**config.mk**
```make
export PLATFORM = sky130hd
export DESIGN_NAME = demux1to8_reg
export DESIGN_NICKNAME = d
export VERILOG_FILES = /design/src/rtl/demux1to8_reg.sv
export SDC_FILE = /design/constraint.sdc
export NUM_CORES = 1
export LEC_CHECK = 0
export ABC_CLOCK_PERIOD_IN_PS = 6800
export BUFFER_PORTS_ARGS = -buffer_cell sky130_fd_sc_hd__buf_2
export CORE_ASPECT_RATIO = 2
export CORE_MARGIN = 8
export CORE_UTILIZATION = 45
export CTS_CLUSTER_DIAMETER = 80
export DETAILED_ROUTE_END_ITERATION = 8
export PLACE_DENSITY = 0.69
export SYNTH_ARGS = -nofsm -noshare
export SYNTH_HDL_FRONTEND = slang
export SYNTH_SLANG_ARGS = --single-unit
```
**constraint.sdc**
```tcl
create_clock -name clk -period 6.8 [get_ports clk]
set_input_delay 1.36 -clock clk [delete_from_list [all_inputs] [get_ports clk]]
set_output_delay 1.36 -clock clk [all_outputs]
set_load 0.02 [all_outputs]
```
**src/rtl/demux1to8_reg.sv**
```systemverilog
// Registered 1-to-8 distributor: one valid/ready source steered by in_sel into
// eight one-entry holding slots, each with its own valid/ready handshake.
module demux1to8_reg #(
  parameter int WIDTH = 16,
  parameter int CNT_W = 16
) (
  input  logic             clk,
  input  logic             rst_n,
  input  logic             enable,
  input  logic [WIDTH-1:0] in_data,
  input  logic [2:0]       in_sel,
  input  logic             in_valid,
  output logic             in_ready,
  output logic [WIDTH-1:0] out0,
  output logic [WIDTH-1:0] out1,
  output logic [WIDTH-1:0] out2,
  output logic [WIDTH-1:0] out3,
  output logic [WIDTH-1:0] out4,
  output logic [WIDTH-1:0] out5,
  output logic [WIDTH-1:0] out6,
  output logic [WIDTH-1:0] out7,
  output logic [7:0]       out_valid,
  input  logic [7:0]       out_ready,
  output logic [CNT_W-1:0] xfer_count
);

  typedef enum logic {
    EMPTY = 1'b0,
    FULL  = 1'b1
  } slot_state_e;

  slot_state_e      state_q [8];
  slot_state_e      state_d [8];
  logic [7:0]       load;
  logic [WIDTH-1:0] data_q  [8];
  logic [CNT_W-1:0] count_q;
  logic             accept;

  // Readiness looks only at the addressed slot, so a stalled consumer never
  // blocks traffic headed elsewhere; a FULL slot being popped can reload.
  assign in_ready = rst_n && enable && (!out_valid[in_sel] || out_ready[in_sel]);
  assign accept   = in_valid && in_ready;

  always_comb begin
    out_valid = 8'h00;
    for (int i = 0; i < 8; i++) begin
      out_valid[i] = (state_q[i] == FULL);
    end
  end

  always_comb begin
    load = 8'h00;
    for (int i = 0; i < 8; i++) begin
      state_d[i] = state_q[i];
      case (state_q[i])
        EMPTY: begin
          if (accept && (in_sel == i[2:0])) begin
            state_d[i] = FULL;
            load[i]    = 1'b1;
          end
        end
        FULL: begin
          if (accept && (in_sel == i[2:0])) begin
            load[i] = 1'b1;
          end else if (out_ready[i]) begin
            state_d[i] = EMPTY;
          end
        end
        default: state_d[i] = EMPTY;
      endcase
    end
  end

  // Reset discards held words even mid-stall; data only moves on a load.
  always_ff @(posedge clk) begin
    if (!rst_n) begin
      for (int i = 0; i < 8; i++) begin
        state_q[i] <= EMPTY;
        data_q[i]  <= '0;
      end
      count_q <= '0;
    end else begin
      for (int i = 0; i < 8; i++) begin
        state_q[i] <= state_d[i];
        if (load[i]) begin
          data_q[i] <= in_data;
        end
      end
      if (accept) begin
        count_q <= count_q + 1'b1;
      end
    end
  end

  assign out0       = data_q[0];
  assign out1       = data_q[1];
  assign out2       = data_q[2];
  assign out3       = data_q[3];
  assign out4       = data_q[4];
  assign out5       = data_q[5];
  assign out6       = data_q[6];
  assign out7       = data_q[7];
  assign xfer_count = count_q;

endmodule
```
Yosys cells after proc, flatten, opt, wreduce, memory -nomap -nowiden
Memory sizes are Yosys's and may differ from the RTL's.
Cells that the tools add are included.
{"block": "totals", "input_bits": 31, "regBits": 16, "memories": 2, "ramBits": 136, "elab_cells": 128, "output_inout_bits": 153}
{"memory": "data_q", "words": 8, "word_bits": 16, "read_ports": 8, "rd_clocked_by_memory_dff": 0, "write_ports": 8, "line": "35", "rtl": "logic [WIDTH-1:0] data_q [8];"}
{"memory": "state_q", "words": 8, "word_bits": 1, "read_ports": 8, "rd_clocked_by_memory_dff": 0, "write_ports": 8, "line": "32", "rtl": "slot_state_e state_q [8];"}
{"block": "classes", "n_lt_le_gt_ge": 1, "reduce_logical": 14, "n_bitwise": 24, "n_addsub": 1, "n_mux": 78, "eq_ne": 7}
{"op": "$mux 16", "count": 8}
{"op": "$mux 1", "count": 60}
{"op": "$add 16x1->16 const B", "count": 1}
{"op": "$or 1x1->1", "count": 16}
{"op": "$pmux 1 s2", "count": 8}
{"op": "$eq 3x3->1 const B", "count": 4}
{"op": "$logic_and 1x1->1", "count": 11}
{"op": "$not 1->1", "count": 8}
{"op": "$bmux 1 s3", "count": 2}
{"op": "$eq 3x2->1 const B", "count": 2}
{"op": "$lt 3x4->1 const B", "count": 1}
{"op": "$eq 3x1->1 const B", "count": 1}
{"op": "$logic_not 3->1", "count": 1}
{"op": "$logic_not 1->1", "count": 1}
{"op": "$logic_or 1x1->1", "count": 1}

Logic depth before layout (Yosys ltp)
{"block": "logic_depth", "depth_word": 12, "ltp_mapped": 9, "depth_no_buf": 6}

Least setup slack after synthesis
No wires, ideal clock.
{"block": "synth_timing", "path_kind": "input to output", "startpoint": "input out_ready[1]", "endpoint": "output in_ready", "path_slack_ns": 2.737, "path_stages": 6, "required_ns": 5.440, "t_arrival_ns": 2.703, "path_cell_list": "nand2b_1 -> mux4_1 -> nor2_1 -> buf_2 -> clkbuf_1 -> nor2_1"}
{"block": "synth_via", "elab_chain_cells": 4}
{"item": "start, declared", "line": "23", "rtl": "input logic [7:0] out_ready,"}
{"item": "$bmux 1 s3", "line": "41", "rtl": "assign in_ready = rst_n && enable && (!out_valid[in_sel] || out_ready[in_sel]);"}
{"item": "$mux 1 (implied by the code)", "line": "41"}
{"item": "$logic_or 1x1->1", "line": "41"}
{"item": "$logic_and 1x1->1", "line": "41"}
{"item": "end, declared", "line": "13", "rtl": "output logic in_ready,"}
No other way between the ends. The select of a mux whose other input is x is not followed.

==> metrics <==
outcome completed; Yosys warning total 0; Syn Nets 456; setup TNS 0 ns; Post-route DRC 0; ANT cells 0; via count 4,158; Routed WL 16,730 µm; clk_lat worst skew 0.42 ns; first-pass GRT wire length 24,610 µm; Vias/cell between 5 and 6; Post-DP HPWL 12,420 µm; Worst path max stage delay approximately 0.85 ns; CTS tree done; DRT iter0 DRCs 373; fin cells 766; clock sinks 152; GP Congestion 0.8922; r2r setup slk between 3 and 4 ns; RR Endpoint data_q[0][14]; final hold violation count 0; initial antenna violation count 0; Int Power 1627 µW; CP max FO 30; Initial Utilization 0.4571; Rel. slew slack 0.2990; clock share of power 0.421; Root Driver clkbuf_16; Reg power frac 0.494; GRT overflow 0; leakage power figure 0.002934 µW; crit path from in_sel[1]; hold_buf cts 0; worst reg2reg path startpoint state_q[1][1]; CP endpoint kind flip-flop; delay-heaviest family, CP simple AND/OR/NAND/NOR gates; # port buffers about 180; # nets final 635; worst hold-check slack roughly 0.5 ns; number of core rows 58; cell count after placement 734; Seq/Total Area, Yosys 0.7579; Psw 564.1 µW; layout cells sized above 1 0.3588; Setup CP Type input port to flip-flop; CTS H-tree depth 4; Core ar. 0.01248 mm²; post-route ant nets 0; Syn Inst Count 424; Worst-Margin Slew 1.051 ns; postcts setup bufs 0; fin util 0.5823; max frequency 0.2369 GHz; Logic pwr share 0.085; Pwr Total ~2200 µW; Max Root-Sink Buffers 2; clock-pin slew on the worst setup and hold paths approximately 0.06 ns; Pre-antenna DRT Iters 5; max-slew violations 0; path depth of the worst reg2reg path 5; #FFs+latches synth 152; crit path buf inv count 1; Unique masters post-synth 32; fin crit share 0.6207; die area 0.01676 mm²; CP Data Required Time slightly below 7 ns; Post-CTS Resized 0; crit path DAT 4.22 ns; Worst Hold Class flip-flop to flip-flop; mean area per synthesized cell 13.46 µm²; Avg WL per Cell 21.84 µm; Die X 95.62 µm; Mapped Area 0.005705 mm²; Critical Path End data_q[0][14]; area grow syn2layout 27.39%; WP depth 6; Max Cap Viol 0; RSZ-0062 raised after global routing no; Peak VDD IR 0.2295 mV; pin count of the biggest net entering global routing 44; Ports 184; cells along the critical path buf_2, mux2_1, o22a_2, o2111ai_2, or3_1, nand2_1; Die Y about 180 µm; minimum clock period 4.221 ns; Post-Route Skew between 0.008 and 0.009 ns; total track usage 0.2032; Final Setup Violations 0; Worst path slowest cell o2111ai_2; startpoint types input port; via count of the first global-routing pass 4,232; PwrDens 301.4 mW/mm²; Sw Share 0.2575; cts bufs inserted 17
[metrics by stage]
| stage | cell area [µm²] | setup WS [ns] |
|---|---|---|
| after floorplan | 5705 | 2.737 |
| after global placement | 6683 | 2.350 |
| after detailed placement | 6683 | 2.193 |
| after CTS | 7268 | 2.648 |
| after global routing | 7268 | 2.333 |
| final | 7268 | 2.579 |
[tightest hold or removal path, stage by stage, from the launching register on]
cell     delay, ns
dfxtp_1       0.33
nand2_1       0.06
mux2i_1       0.05
[cell usage after synthesis, drive strengths merged]
cell	n	area [µm²]
o211ai	3	22.52
o22a	1	10.01
o21ai	6	30.03
clkbuf	7	26.28
and3	1	6.260
ha	1	12.51
buf	18	115.1
nand2	36	135.1
nand3	6	30.03
nor4	3	18.77
nand3b	2	15.01
mux2	3	33.78
inv	20	75.07
a21oi	12	60.06
mux2i	6	60.06
or3	7	43.79
nand4	4	25.02
or4	6	45.04
nand2b	10	62.56
and4	1	8.760
o32ai	1	8.760
o31ai	9	67.56
nor2	101	379.1
o311ai	4	35.03
or2	1	6.260
nor3b	1	7.510
mux4	1	26.28
dfxtp	24	480.5
o2111ai	1	15.01
edfxtp	128	3844
[routing by layer]
layer / GRT usage / part of all wire / routed length, µm
met5: 0 / 0 / 0
met4: 0.1007 / 0.032 / 541
met3: 0.05718 / 0.084 / 1402
met2: 0.3554 / 0.54 / 9013
met1: 0.2117 / 0.35 / 5775
[final cells by class]
type / instances / area [µm²]
repair buffers: 185 / 930.9
multi-input cells: 227 / 1165
well taps: 150 / 187.7
flip-flops and latches: 152 / 4324
clock inverters: 15 / 160.2
fillers: 1014 / 5214
inverters: 20 / 75.07
clock buffers: 17 / 425.4
[registers in the layout, summed over array words and instances, names as in the netlist]
register and cells:
xfer_count 16, state_q 8, data_q 128
[worst min path at each step]
stage | start | slack, ns | cells after the start | end
after floorplan | xfer_count[15] | 0.55 | 2 | xfer_count[15]
after global placement | xfer_count[7] | 0.47 | 2 | xfer_count[7]
after detailed placement | xfer_count[7] | 0.48 | 2 | xfer_count[7]
after CTS | xfer_count[7] | 0.50 | 2 | xfer_count[7]
after global routing | xfer_count[7] | 0.53 | 2 | xfer_count[7]
final | xfer_count[7] | 0.49 | 2 | xfer_count[7]
[placed cells by master (no fill, tap or decap), types with 5 or more instances in the layout]
master,instances
buf_2,183
edfxtp_1,128
nor2_1,101
nand2_1,36
dfxtp_1,24
inv_1,20
clkbuf_16,17
a21oi_1,12
nand2b_1,10
o31ai_1,9
or3_1,7
mux2i_1,6
or4_1,6
nand3_1,6
o21ai_0,5
[power by group through the flow]
stage	Sequential [µW]	Combinational, µW	Clock, µW
final	1080	185	923
after detailed placement	1100	187	0
after global routing	1090	196	969
after floorplan	1160	39.5	0
after global placement	1100	185	0
after CTS	1080	187	930
[kinds of logic (layout without fill, tap and decap cells)]
family | Yosys count | in the layout | share of synthesized area
compound gates | 37 | 37 | 0.04364
fa+ha+maj | 1 | 1 | 0.002193
buf+inv | 45 | 237 | 0.03794
flops | 152 | 152 | 0.7579
mux | 10 | 10 | 0.02105
simple gates | 179 | 179 | 0.1373
Power figures use the tool's default switching activity.
